## src/rtl/uart_mem_pkg.sv

```systemverilog
// Shared command codes, ACK byte and state encodings for the UART-to-memory bridge.
package uart_mem_pkg;

    localparam logic [7:0] CMD_WRITE = 8'h57;
    localparam logic [7:0] CMD_READ  = 8'h52;
    localparam logic [7:0] ACK_BYTE  = 8'h06;

    typedef enum logic [2:0] {IDLE, ADDR, DATA, REQ, WAIT, RESP} state_e;

    typedef enum logic [2:0] {RX_ARM, RX_IDLE, RX_START, RX_DATA, RX_STOP} rx_state_e;

    typedef enum logic [1:0] {TX_IDLE, TX_START, TX_DATA, TX_STOP} tx_state_e;

endpackage

```

## src/rtl/uart_bridge_phy.sv

```systemverilog
// 8N1 UART bit engine: synchronised mid-bit RX sampling with framing-error strobe,
// and a TX serialiser that can take the next byte on the last stop-bit cycle.
module uart_bridge_phy
    import uart_mem_pkg::*;
#(
    parameter int unsigned CLKS_PER_BIT = 16
) (
    input  logic       clk_i,
    input  logic       rst_ni,
    input  logic       rx_i,
    output logic       tx_o,
    output logic       rx_valid_o,
    output logic [7:0] rx_data_o,
    output logic       rx_frame_err_o,
    input  logic       tx_valid_i,
    input  logic [7:0] tx_data_i,
    output logic       tx_ready_o
);

    localparam logic [15:0] BIT_LAST  = 16'(CLKS_PER_BIT - 1);
    localparam logic [15:0] HALF_LAST = 16'(CLKS_PER_BIT / 2 - 1);

    logic [2:0]  rx_sync_q, rx_sync_d;
    rx_state_e   rx_state_q, rx_state_d;
    logic [15:0] rx_cnt_q, rx_cnt_d;
    logic [2:0]  rx_bit_q, rx_bit_d;
    logic [7:0]  rx_shift_q, rx_shift_d;
    logic        rx_valid_q, rx_valid_d;
    logic        rx_err_q, rx_err_d;

    tx_state_e   tx_state_q, tx_state_d;
    logic [15:0] tx_cnt_q, tx_cnt_d;
    logic [2:0]  tx_bit_q, tx_bit_d;
    logic [7:0]  tx_shift_q, tx_shift_d;
    logic        tx_q, tx_d;

    logic rx_s, rx_prev;

    // Sync chain resets low so a line held low across reset never looks like idle.
    assign rx_s    = rx_sync_q[1];
    assign rx_prev = rx_sync_q[2];

    always_comb begin
        rx_sync_d  = {rx_sync_q[1:0], rx_i};
        rx_state_d = rx_state_q;
        rx_cnt_d   = rx_cnt_q + 16'd1;
        rx_bit_d   = rx_bit_q;
        rx_shift_d = rx_shift_q;
        rx_valid_d = 1'b0;
        rx_err_d   = 1'b0;
        unique case (rx_state_q)
            RX_ARM: begin
                rx_cnt_d = '0;
                if (rx_s) rx_state_d = RX_IDLE;
            end
            RX_IDLE: begin
                rx_cnt_d = '0;
                if (rx_prev && !rx_s) rx_state_d = RX_START;
            end
            RX_START: begin
                if (rx_cnt_q == HALF_LAST) begin
                    rx_cnt_d   = '0;
                    rx_bit_d   = '0;
                    rx_state_d = rx_s ? RX_IDLE : RX_DATA;
                end
            end
            RX_DATA: begin
                if (rx_cnt_q == BIT_LAST) begin
                    rx_cnt_d   = '0;
                    rx_shift_d = {rx_s, rx_shift_q[7:1]};
                    rx_bit_d   = rx_bit_q + 3'd1;
                    if (rx_bit_q == 3'd7) rx_state_d = RX_STOP;
                end
            end
            RX_STOP: begin
                if (rx_cnt_q == BIT_LAST) begin
                    rx_cnt_d   = '0;
                    rx_state_d = RX_IDLE;
                    rx_valid_d = rx_s;
                    rx_err_d   = !rx_s;
                end
            end
            default: rx_state_d = RX_ARM;
        endcase
    end

    assign tx_ready_o = (tx_state_q == TX_IDLE) ||
                        ((tx_state_q == TX_STOP) && (tx_cnt_q == BIT_LAST));

    always_comb begin
        tx_state_d = tx_state_q;
        tx_cnt_d   = tx_cnt_q + 16'd1;
        tx_bit_d   = tx_bit_q;
        tx_shift_d = tx_shift_q;
        tx_d       = tx_q;
        unique case (tx_state_q)
            TX_IDLE: begin
                tx_cnt_d = '0;
                tx_d     = 1'b1;
            end
            TX_START: begin
                if (tx_cnt_q == BIT_LAST) begin
                    tx_cnt_d   = '0;
                    tx_bit_d   = '0;
                    tx_state_d = TX_DATA;
                    tx_d       = tx_shift_q[0];
                end
            end
            TX_DATA: begin
                if (tx_cnt_q == BIT_LAST) begin
                    tx_cnt_d = '0;
                    tx_bit_d = tx_bit_q + 3'd1;
                    if (tx_bit_q == 3'd7) begin
                        tx_state_d = TX_STOP;
                        tx_d       = 1'b1;
                    end else begin
                        tx_shift_d = tx_shift_q >> 1;
                        tx_d       = tx_shift_q[1];
                    end
                end
            end
            TX_STOP: begin
                if (tx_cnt_q == BIT_LAST) begin
                    tx_cnt_d   = '0;
                    tx_state_d = TX_IDLE;
                end
            end
        endcase
        // Accepting on the last stop cycle starts the next start bit with no gap.
        if (tx_valid_i && tx_ready_o) begin
            tx_state_d = TX_START;
            tx_cnt_d   = '0;
            tx_shift_d = tx_data_i;
            tx_d       = 1'b0;
        end
    end

    always_ff @(posedge clk_i or negedge rst_ni) begin
        if (!rst_ni) begin
            rx_sync_q  <= '0;
            rx_state_q <= RX_ARM;
            rx_cnt_q   <= '0;
            rx_bit_q   <= '0;
            rx_shift_q <= '0;
            rx_valid_q <= 1'b0;
            rx_err_q   <= 1'b0;
            tx_state_q <= TX_IDLE;
            tx_cnt_q   <= '0;
            tx_bit_q   <= '0;
            tx_shift_q <= '0;
            tx_q       <= 1'b1;
        end else begin
            rx_sync_q  <= rx_sync_d;
            rx_state_q <= rx_state_d;
            rx_cnt_q   <= rx_cnt_d;
            rx_bit_q   <= rx_bit_d;
            rx_shift_q <= rx_shift_d;
            rx_valid_q <= rx_valid_d;
            rx_err_q   <= rx_err_d;
            tx_state_q <= tx_state_d;
            tx_cnt_q   <= tx_cnt_d;
            tx_bit_q   <= tx_bit_d;
            tx_shift_q <= tx_shift_d;
            tx_q       <= tx_d;
        end
    end

    assign tx_o           = tx_q;
    assign rx_valid_o     = rx_valid_q;
    assign rx_data_o      = rx_shift_q;
    assign rx_frame_err_o = rx_err_q;

endmodule

```

## src/rtl/uart_mem_bridge.sv

```systemverilog
// UART host frames (write 0x57 / read 0x52) translated into single memory
// request/grant/rvalid transactions, with ACK or read data returned over TX.
module uart_mem_bridge
    import uart_mem_pkg::*;
#(
    parameter int unsigned CLKS_PER_BIT = 16
) (
    input  logic        clk_i,
    input  logic        rst_ni,
    input  logic        rx_i,
    output logic        tx_o,
    output logic        data_req_o,
    input  logic        data_gnt_i,
    input  logic        data_rvalid_i,
    output logic        data_we_o,
    output logic [3:0]  data_be_o,
    output logic [11:0] data_addr_o,
    output logic [31:0] data_wdata_o,
    input  logic [31:0] data_rdata_i,
    output logic        uart_recv_error
);

    logic       rx_valid, rx_frame_err, tx_ready;
    logic [7:0] rx_data;

    state_e      state_q, state_d;
    logic [1:0]  cnt_q, cnt_d;
    logic        we_q, we_d;
    logic        req_q, req_d;
    logic [3:0]  be_q, be_d;
    logic [11:0] addr_q, addr_d;
    logic [31:0] wdata_q, wdata_d;
    logic [31:0] rdata_q, rdata_d;
    logic        err_q, err_d;
    logic        tx_valid_q, tx_valid_d;
    logic [7:0]  tx_data_q, tx_data_d;
    logic        resp_go;

    uart_bridge_phy #(
        .CLKS_PER_BIT(CLKS_PER_BIT)
    ) u_phy (
        .clk_i          (clk_i),
        .rst_ni         (rst_ni),
        .rx_i           (rx_i),
        .tx_o           (tx_o),
        .rx_valid_o     (rx_valid),
        .rx_data_o      (rx_data),
        .rx_frame_err_o (rx_frame_err),
        .tx_valid_i     (tx_valid_q),
        .tx_data_i      (tx_data_q),
        .tx_ready_o     (tx_ready)
    );

    assign resp_go = ((state_q == REQ) && data_gnt_i && data_rvalid_i) ||
                     ((state_q == WAIT) && data_rvalid_i);

    always_comb begin
        state_d    = state_q;
        cnt_d      = cnt_q;
        we_d       = we_q;
        req_d      = req_q;
        be_d       = be_q;
        addr_d     = addr_q;
        wdata_d    = wdata_q;
        rdata_d    = rdata_q;
        err_d      = err_q;
        tx_valid_d = tx_valid_q;
        tx_data_d  = tx_data_q;
        unique case (state_q)
            IDLE: begin
                if (rx_valid) begin
                    if (rx_data == CMD_WRITE || rx_data == CMD_READ) begin
                        state_d = ADDR;
                        we_d    = (rx_data == CMD_WRITE);
                        cnt_d   = '0;
                        err_d   = 1'b0;
                    end else begin
                        err_d = 1'b1;
                    end
                end
            end
            ADDR: begin
                if (rx_valid) begin
                    if (cnt_q == 2'd0) begin
                        addr_d[11:8] = rx_data[3:0];
                        cnt_d        = 2'd1;
                    end else begin
                        addr_d[7:0] = rx_data;
                        cnt_d       = '0;
                        if (we_q) begin
                            state_d = DATA;
                        end else begin
                            state_d = REQ;
                            req_d   = 1'b1;
                            be_d    = '1;
                        end
                    end
                end
            end
            DATA: begin
                if (rx_valid) begin
                    wdata_d[{cnt_q, 3'b000} +: 8] = rx_data;
                    cnt_d = cnt_q + 2'd1;
                    if (cnt_q == 2'd3) begin
                        state_d = REQ;
                        req_d   = 1'b1;
                        be_d    = '1;
                    end
                end
            end
            REQ: begin
                if (data_gnt_i) begin
                    req_d   = 1'b0;
                    be_d    = '0;
                    state_d = WAIT;
                end
            end
            WAIT: ;
            RESP: begin
                if (tx_valid_q && tx_ready) begin
                    if (we_q || cnt_q == 2'd3) begin
                        tx_valid_d = 1'b0;
                        state_d    = IDLE;
                    end else begin
                        cnt_d     = cnt_q + 2'd1;
                        tx_data_d = 8'(rdata_q >> {cnt_q + 2'd1, 3'b000});
                    end
                end
            end
            default: state_d = IDLE;
        endcase

        // Grant+rvalid in one cycle skips WAIT; read data is taken straight from the bus.
        if (resp_go) begin
            state_d    = RESP;
            cnt_d      = '0;
            tx_valid_d = 1'b1;
            tx_data_d  = we_q ? ACK_BYTE : data_rdata_i[7:0];
            if (!we_q) rdata_d = data_rdata_i;
        end

        if (rx_frame_err) begin
            err_d = 1'b1;
            if (state_q == ADDR || state_q == DATA) state_d = IDLE;
        end
        if (rx_valid && (state_q == REQ || state_q == WAIT || state_q == RESP)) err_d = 1'b1;
    end

    always_ff @(posedge clk_i or negedge rst_ni) begin
        if (!rst_ni) begin
            state_q    <= IDLE;
            cnt_q      <= '0;
            we_q       <= 1'b0;
            req_q      <= 1'b0;
            be_q       <= '0;
            addr_q     <= '0;
            wdata_q    <= '0;
            rdata_q    <= '0;
            err_q      <= 1'b0;
            tx_valid_q <= 1'b0;
            tx_data_q  <= '0;
        end else begin
            state_q    <= state_d;
            cnt_q      <= cnt_d;
            we_q       <= we_d;
            req_q      <= req_d;
            be_q       <= be_d;
            addr_q     <= addr_d;
            wdata_q    <= wdata_d;
            rdata_q    <= rdata_d;
            err_q      <= err_d;
            tx_valid_q <= tx_valid_d;
            tx_data_q  <= tx_data_d;
        end
    end

    assign data_req_o      = req_q;
    assign data_we_o       = we_q;
    assign data_be_o       = be_q;
    assign data_addr_o     = addr_q;
    assign data_wdata_o    = wdata_q;
    assign uart_recv_error = err_q;

endmodule

```

## config.mk

```make
export PLATFORM = sky130hd
export DESIGN_NAME = uart_mem_bridge
export DESIGN_NICKNAME = d
export VERILOG_FILES = /design/src/rtl/uart_mem_pkg.sv /design/src/rtl/uart_bridge_phy.sv /design/src/rtl/uart_mem_bridge.sv
export SDC_FILE = /design/constraint.sdc
export NUM_CORES = 1
export LEC_CHECK = 0
export BUFFER_PORTS_ARGS = -buffer_cell sky130_fd_sc_hd__buf_2
export CAP_MARGIN = 20
export CORE_MARGIN = 10
export CORE_UTILIZATION = 53
export CTS_BUF_LIST = sky130_fd_sc_hd__clkbuf_4 sky130_fd_sc_hd__clkbuf_8 sky130_fd_sc_hd__clkbuf_16
export CTS_CLUSTER_DIAMETER = 40
export DETAILED_ROUTE_END_ITERATION = 8
export GPL_ROUTABILITY_DRIVEN = 0
export GPL_TIMING_DRIVEN = 0
export PLACE_DENSITY = 0.84
export SLEW_MARGIN = 40
export SYNTH_ARGS = -nofsm -noshare
export SYNTH_HDL_FRONTEND = slang
export SYNTH_SLANG_ARGS = --single-unit
```

## constraint.sdc

```tcl
create_clock -name clk_i -period 2.19 [get_ports clk_i]
set_input_delay 0.5475 -clock clk_i [delete_from_list [all_inputs] [get_ports clk_i]]
set_output_delay 0.5475 -clock clk_i [all_outputs]
set_load 0.05 [all_outputs]
```

==> results.md, run 1 <==
- Status: finished, final reports clean
- Max Buffers Root-to-Sink: 2
- Fillers: 1079
- Slew HR: 0.6320
- Port Buf Inserts: 88
- Netlist Area Pre-Place: 0.007700 sq mm
- PnR worst setup slack: 0.1113 ns
- Max Cap Violations: 0
- Synthesized flop and latch total: 158
- Max-slew violations: 0
- Final Setup Violations: 0
- PwrDens: 752.1 mW/mm^2
- Setup_tns: 0 ns
- # DRC: 0
- Final Hold Viols: 0
- Final HPWL DP: 12440 um
- Final nets: 945
- Post-synthesis simple-gate area fraction: 0.2174
- Worst slack, placed: -0.3067 ns
- Layout cell share with drive strength beyond 1: 0.2297
- Post-route minimum period: 2.079 ns
- Clock Skew: 0.007527 ns
- TritonCTS buffer count: 17
- Multi-input logic area: 0.003493 sq mm
- Worst-Margin Slew: 0.5490 ns
- Routed wire length: 17850 um
- Most frequent cells in the layout: 205 x nand2_1, 156 x dfrtp_1, 96 x buf_2, 60 x nor2_1, 51 x o21ai_0
- WP data required: 2.49 ns
- Clock sinks: 158
- Register Area: 0.003956 sq mm
- First-pass GRT wire length: 29530 um
- Global route total overflow: 0
- Dpl cell area: 0.008433 sq mm
- Adder-Cell Fraction of Synth Area: 0.03250
- Largest family of logic cells by synthesized area: simple AND/OR/NAND/NOR gates
- Post-synthesis xor/xnor area fraction: 0.03299
- Area Overhead vs Synth: 18.13%
- Routed wire per std cell: 16.51 um
- Syn Nets: 832
- CTS H-tree lvls: 4
- FMAX: 0.4811 GHz
- Initial drt markers: 362
- # diodes: 0
- Worst Setup End Kind: flip-flop
- Post-synth EDFFs: 0
- Chip height: 140.5 um
- Largest net degree at the start of global routing: 77
- GRT Total Usage: 0.1828
- Startpoint Class: flip-flop
- Main synth FF type: dfrtp_1
- Ys async rst share: 1.000
- CORE AREA: 0.01404 sq mm
- Number of global-route vias before repair: 5945
- Die footprint: 0.01975 sq mm
- Area leader, netlist: dfrtp_1
- Chip Width: 140.5 um
- Final Cell Area: 0.009096 sq mm
- Compound-cell area share of the yosys netlist: 0.09392
- DR vias/cell: 5.443
- Post-synthesis mux area share: 0.07101
- Post-Syn Area per Cell: 9.935 sq um
- Clock Latency Late Sink: 0.44 ns
- Unique cell type count in the Yosys netlist: 64
- Seq/Total Area, Yosys: 0.5136
- Mapped Cells: 775
- VDD IR max: 0.0005738 V
- CP Cell Sequence: buf_6 -> inv_1 -> ha_1 -> buf_4 -> mux4_2 -> nand4_1 -> o211ai_1
- Final worst-path cycle share: 0.9492
- TritonRoute pass-1 iters: 5
- Vias: 5884
- Ranking of synthesized cells by area: dfrtp_1 51%, nand2_1 10%, o21ai_0 3.3%, ha_1 3.2%, mux2_2 3.1%
- Num ports: 89
- Worst hold-check path type: in2reg
- FP Rows: 43
- Root buffer cell: clkbuf_16
- Share of the synthesized area in the top cell type: 0.5102
- Final ANT Viol Nets: 0
- Leakage: 4.428 nW
- Arr. time, crit path: 2.38 ns
- Commonest non-fill, non-tap cell in the layout: nand2_1
- Warnings from Yosys: 0
- CP max FO: 10
- CTS tree: done
- Antenna violations before repair: 0
- CTS clk-pin slew, worst paths: 0.06 ns
- Starting density of the core: 0.5483
- CP max stage delay: 0.40 ns
- Hold_ws: 0.2144 ns
- Slowest CP cell: ha_1
- CP Class: reg2reg
power breakdown:
| part | switching, W | internal (W) | total, W |
|---|---|---|---|
| Combinational | 0.000479 | 0.000318 | 0.000797 |
| Clock | 0.00118 | 0.00175 | 0.00293 |
| Sequential | 0.0000944 | 0.00302 | 0.00312 |
| Total | 0.00175 | 0.00509 | 0.00684 |
critical path: cells and delay by family (launching register included):
| family | cells | cell delay (ns) |
|---|---|---|
| DFF | 1 | 0.39 |
| muxes | 1 | 0.34 |
| AOI/OAI and AO/OA | 1 | 0.10 |
| adders and majority gates | 1 | 0.40 |
| buffers and inverters | 3 | 0.59 |
| and+or+nand+nor | 1 | 0.11 |
cells by family (layout without fill, tap and decap cells):
group,Yosys count,count (layout)
simple gates,356,356
mux,42,42
xor+xnor,29,29
fa+ha+maj,20,20
flops,158,158
buf+inv,58,184
compound gates,112,112
through the flow:
step | instances | power (W) | utilization
after floorplan | 775 | 0.003712 | -
after global placement | 1043 | 0.003925 | 0.5957
after detailed placement | 1045 | 0.003958 | 0.6006
after CTS | 1081 | 0.006885 | 0.6465
after global routing | 1081 | 0.007128 | 0.6478
final | 1081 | 0.006841 | 0.6478
routing by layer:
metal / track usage / part of all wire / wire [um] / vias up
met5: 0 / 0 / 0 / -
met4: 0.06848 / 0.019 / 333 / 0
met3: 0.04733 / 0.041 / 736 / 28
met2: 0.3135 / 0.52 / 9327 / 140
met1: 0.2143 / 0.42 / 7449 / 2853
li1: - / - / - / 2863
worst paths after layout:
kind | from | end | slack, ns | cells after the start
setup reg to reg | cnt_q[0] | tx_data_q[3] | 0.11 | 7
setup / recovery | cnt_q[0] | tx_data_q[3] | 0.11 | 7
hold / removal | rx_i | u_phy.rx_sync_q[0] | 0.21 | 1
hold reg to reg | u_phy.rx_sync_q[0] | u_phy.rx_sync_q[1] | 0.35 | 0
max in group asynchronous | rst_ni | rdata_q[27] | 0.92 | 3
min in group asynchronous | rst_ni | u_phy.tx_shift_q[7] | 0.59 | 2
state kept, by name, summed over array words and instances (netlist names), 2 cells and up:
register          flops
cnt_q                 2
u_phy.tx_shift_q      8
u_phy.rx_bit_q        3
u_phy.rx_data_o       8
tx_data_q             8
u_phy.rx_cnt_q       16
u_phy.tx_bit_q        3
u_phy.rx_sync_q       3
u_phy.tx_cnt_q       16
state_q               3
u_phy.rx_state_q      3
u_phy.tx_state_q      2
data_addr_o          12
rdata_q              32
data_wdata_o         32
repair_timing:
| item | in CTS | in global routing |
|---|---|---|
| pin swaps | 1 | 1 |
| setup buffers | 4 | 0 |
| hold endpoints to repair | 26 | 0 |
| resized for setup | 7 | 5 |
| hold buffers | 1 | 0 |
| setup endpoints to repair | 50 | 22 |
cell type report:
cell class	count	area share
Timing Repair Buffer	95	0.05915
Sequential cell	158	0.4349
Clock inverter	9	0.01252
Inverter	17	0.007015
Clock buffer	23	0.05172
Multi-Input combinational cell	559	0.3840
Tap cell	180	0.02476
Buffer	40	0.02586
cell usage after synthesis (4+ instances only):
cell type and instances:
nand2_1 205, dfrtp_1 157, nor2_1 60, o21ai_0 51
mux2_2 21, clkbuf_1 20, ha_1 20, nand3_1 20
inv_1 17, xnor2_1 17, mux2i_1 13, a21oi_1 12
xor2_1 12, buf_2 10, nor3_1 10, mux4_2 8
nor3b_1 8, and4_1 7, a31oi_1 6, nor2b_1 6
o211ai_1 6, buf_4 5, buf_6 5, nand4_1 5
and3_1 4, nand2b_1 4, nand3b_1 4
Note: power is estimated with default switching activity, not from simulation.
==> run 2, diff against run 1 <==
CORE_MARGIN = 2   (was 10)
==> run 2 against run 1 <==
  * Worst hold slack better by 0.0010 ns
  * Core utilization decreased by 1.0 points
  * Sequential cell count is the same
  * Sequential share of layout area shrank 0.30 points
  * First-iteration DRC count rose by 35%
  * Largest power group is now clock
  * Final cell count grew 0.37%
  * Largest cell class unchanged
  * Clock-buffer cell count down 5
  * Non-clock buffer count is the same
  * Worst setup slack improved by 0.027 ns
==> results.md, run 2 (synthesized netlist as in run 1, its figures left out) <==
- PwrDens: 781.9 mW/mm^2 (was 752.1 mW/mm^2)
- Status: finished, final reports clean (unchanged)
- # diodes: 0 (unchanged)
- Slew HR: 0.5864 (was 0.6320)
- CTS tree: done (unchanged)
- FMAX: 0.4874 GHz (was 0.4811 GHz)
- Clock Skew: 0.006550 ns (was 0.007527 ns)
- Multi-input logic area: 0.003486 sq mm (was 0.003493 sq mm)
- Antenna violations before repair: 0 (unchanged)
- Dpl cell area: 0.008446 sq mm (was 0.008433 sq mm)
- Clock sinks: 158 (unchanged)
- VDD IR max: 0.0007275 V (was 0.0005738 V)
- WP data required: 2.54 ns (was 2.49 ns)
- Root buffer cell: clkbuf_16 (unchanged)
- CP Cell Sequence: clkbuf_1 -> xor2_1 -> nor4bb_1 -> o21ba_2 -> o211ai_2 -> mux2i_1 (was buf_6 -> inv_1 -> ha_1 -> buf_4 -> mux4_2 -> nand4_1 -> o211ai_1)
- Global route total overflow: 0 (unchanged)
- CORE AREA: 0.01437 sq mm (was 0.01404 sq mm)
- Chip height: 124.5 um (was 140.5 um)
- Max Buffers Root-to-Sink: 2 (unchanged)
- Num ports: 89 (unchanged)
- Area Overhead vs Synth: 18.96% (was 18.13%)
- GRT Total Usage: 0.2400 (was 0.1828)
- Final Hold Viols: 0 (unchanged)
- Final worst-path cycle share: 0.9369 (was 0.9492)
- Die footprint: 0.01551 sq mm (was 0.01975 sq mm)
- CP max stage delay: 0.48 ns (was 0.40 ns)
- Fillers: 1082 (was 1079)
- Largest net degree at the start of global routing: 76 (was 77)
- First-pass GRT wire length: 29670 um (was 29530 um)
- Number of global-route vias before repair: 6127 (was 5945)
- TritonRoute pass-1 iters: 5 (unchanged)
- Routed wire per std cell: 16.56 um (was 16.51 um)
- CP Class: reg2reg (unchanged)
- Worst hold-check path type: in2reg (unchanged)
- Register Area: 0.003956 sq mm (unchanged)
- CTS H-tree lvls: 4 (unchanged)
- Max-slew violations: 0 (unchanged)
- FP Rows: 44 (was 43)
- Worst Setup End Kind: flip-flop (unchanged)
- Total chip power: 0.007162 W (was 0.006841 W)
- CTS clk-pin slew, worst paths: 0.06 ns (about the same)
- Leakage: 4.462 nW (was 4.428 nW)
- Routed wire length: 17970 um (was 17850 um)
- PnR worst setup slack: 0.1381 ns (was 0.1113 ns)
- Vias: 6107 (was 5884)
- # DRC: 0 (unchanged)
- Final core utilization: 0.6375 (was 0.6478)
- Most frequent cells in the layout: 205 x nand2_1, 156 x dfrtp_1, 96 x buf_2, 60 x nor2_1, 51 x o21ai_0 (unchanged)
- Final Setup Violations: 0 (unchanged)
- Initial drt markers: 490 (was 362)
- Setup_tns: 0 ns (unchanged)
- TritonCTS buffer count: 17 (unchanged)
- Worst-Margin Slew: 0.6203 ns (was 0.5490 ns)
- Clock Latency Late Sink: 0.44 ns (about the same)
- Post-route minimum period: 2.052 ns (was 2.079 ns)
- Final HPWL DP: 11680 um (was 12440 um)
- Final nets: 945 (unchanged)
- Arr. time, crit path: 2.40 ns (was 2.38 ns)
- R2R cell count: 6 (was 7)
- Hold path depth: 1 (unchanged)
- Chip Width: 124.5 um (was 140.5 um)
- CP max FO: 10 (unchanged)
- Slowest CP cell: clkbuf_1 (was ha_1)
- Starting density of the core: 0.5359 (was 0.5483)
- DR vias/cell: 5.629 (was 5.443)
- Port Buf Inserts: 88 (unchanged)
- Final Cell Area: 0.009160 sq mm (was 0.009096 sq mm)
- Max Cap Violations: 0 (unchanged)
- RSZ-0062 raised after global routing: yes
- Commonest non-fill, non-tap cell in the layout: nand2_1 (unchanged)
- Final ANT Viol Nets: 0 (unchanged)
- Startpoint Class: flip-flop (unchanged)
- Layout cell share with drive strength beyond 1: 0.2309 (was 0.2297)
- Worst slack, placed: -0.5733 ns (was -0.3067 ns)
## run 2: metal layers
layer  share of wire  routed length, um  global-route usage
met5               0                  0                   0
met3           0.049                872             0.05498
met2            0.51               9193              0.4057
met4           0.029                530              0.1091
met1            0.41               7371              0.2942
## run 2: final timing paths
| path | from | end | slack, ns |
|---|---|---|---|
| max in group asynchronous | rst_ni | data_wdata_o[17] | 0.99 |
| max | u_phy.rx_data_o[2] | cnt_q[1] | 0.14 |
| min in group asynchronous | rst_ni | u_phy.tx_shift_q[7] | 0.56 |
| max reg2reg | u_phy.rx_data_o[2] | cnt_q[1] | 0.14 |
| min reg2reg | u_phy.rx_sync_q[0] | u_phy.rx_sync_q[1] | 0.36 |
| min | rx_i | u_phy.rx_sync_q[0] | 0.22 |
## run 2: final cells by class
class                           count  share of cell area
Sequential cell                   158              0.4319
Multi-Input combinational cell    559              0.3805
Timing Repair Buffer               95             0.05955
Clock buffer                       18             0.04726
Buffer                             40             0.02609
Tap cell                          184             0.02513
Clock inverter                     14             0.02254
Inverter                           17            0.006966
## run 2: critical path: cells and delay by family, from the launching register on
kind                   cells  cell delay, ns
XOR/XNOR                   1            0.21
multiplexers               1            0.21
AO/OA/AOI/OAI              2            0.31
AND/OR/NAND/NOR            1            0.44
buffers and inverters      1            0.48
flip-flops                 1            0.32
## run 2: timing repair
item / CTS / global route
hold endpoints to repair: 25 / 0
buffers inserted: 1 / 3
setup endpoints to repair: 46 / 61
gates resized for setup: 7 / 5
pin swaps: 0 / 1
hold buffers: 1 / 0
## run 2: through the flow
step,instances,hold slack [ns]
after global routing,1085,0.2082
after CTS,1082,0.2006
after detailed placement,1049,0.3496
after global placement,1047,0.3342
after floorplan,775,0.2519
final,1085,0.2154
## run 2: where the power goes
group          internal, W  switching [W]  leakage (nW)
registers          0.00302      0.0000990          2.10
logic             0.000320       0.000500          2.05
clock network      0.00195        0.00127         0.309
total              0.00529        0.00187          4.46
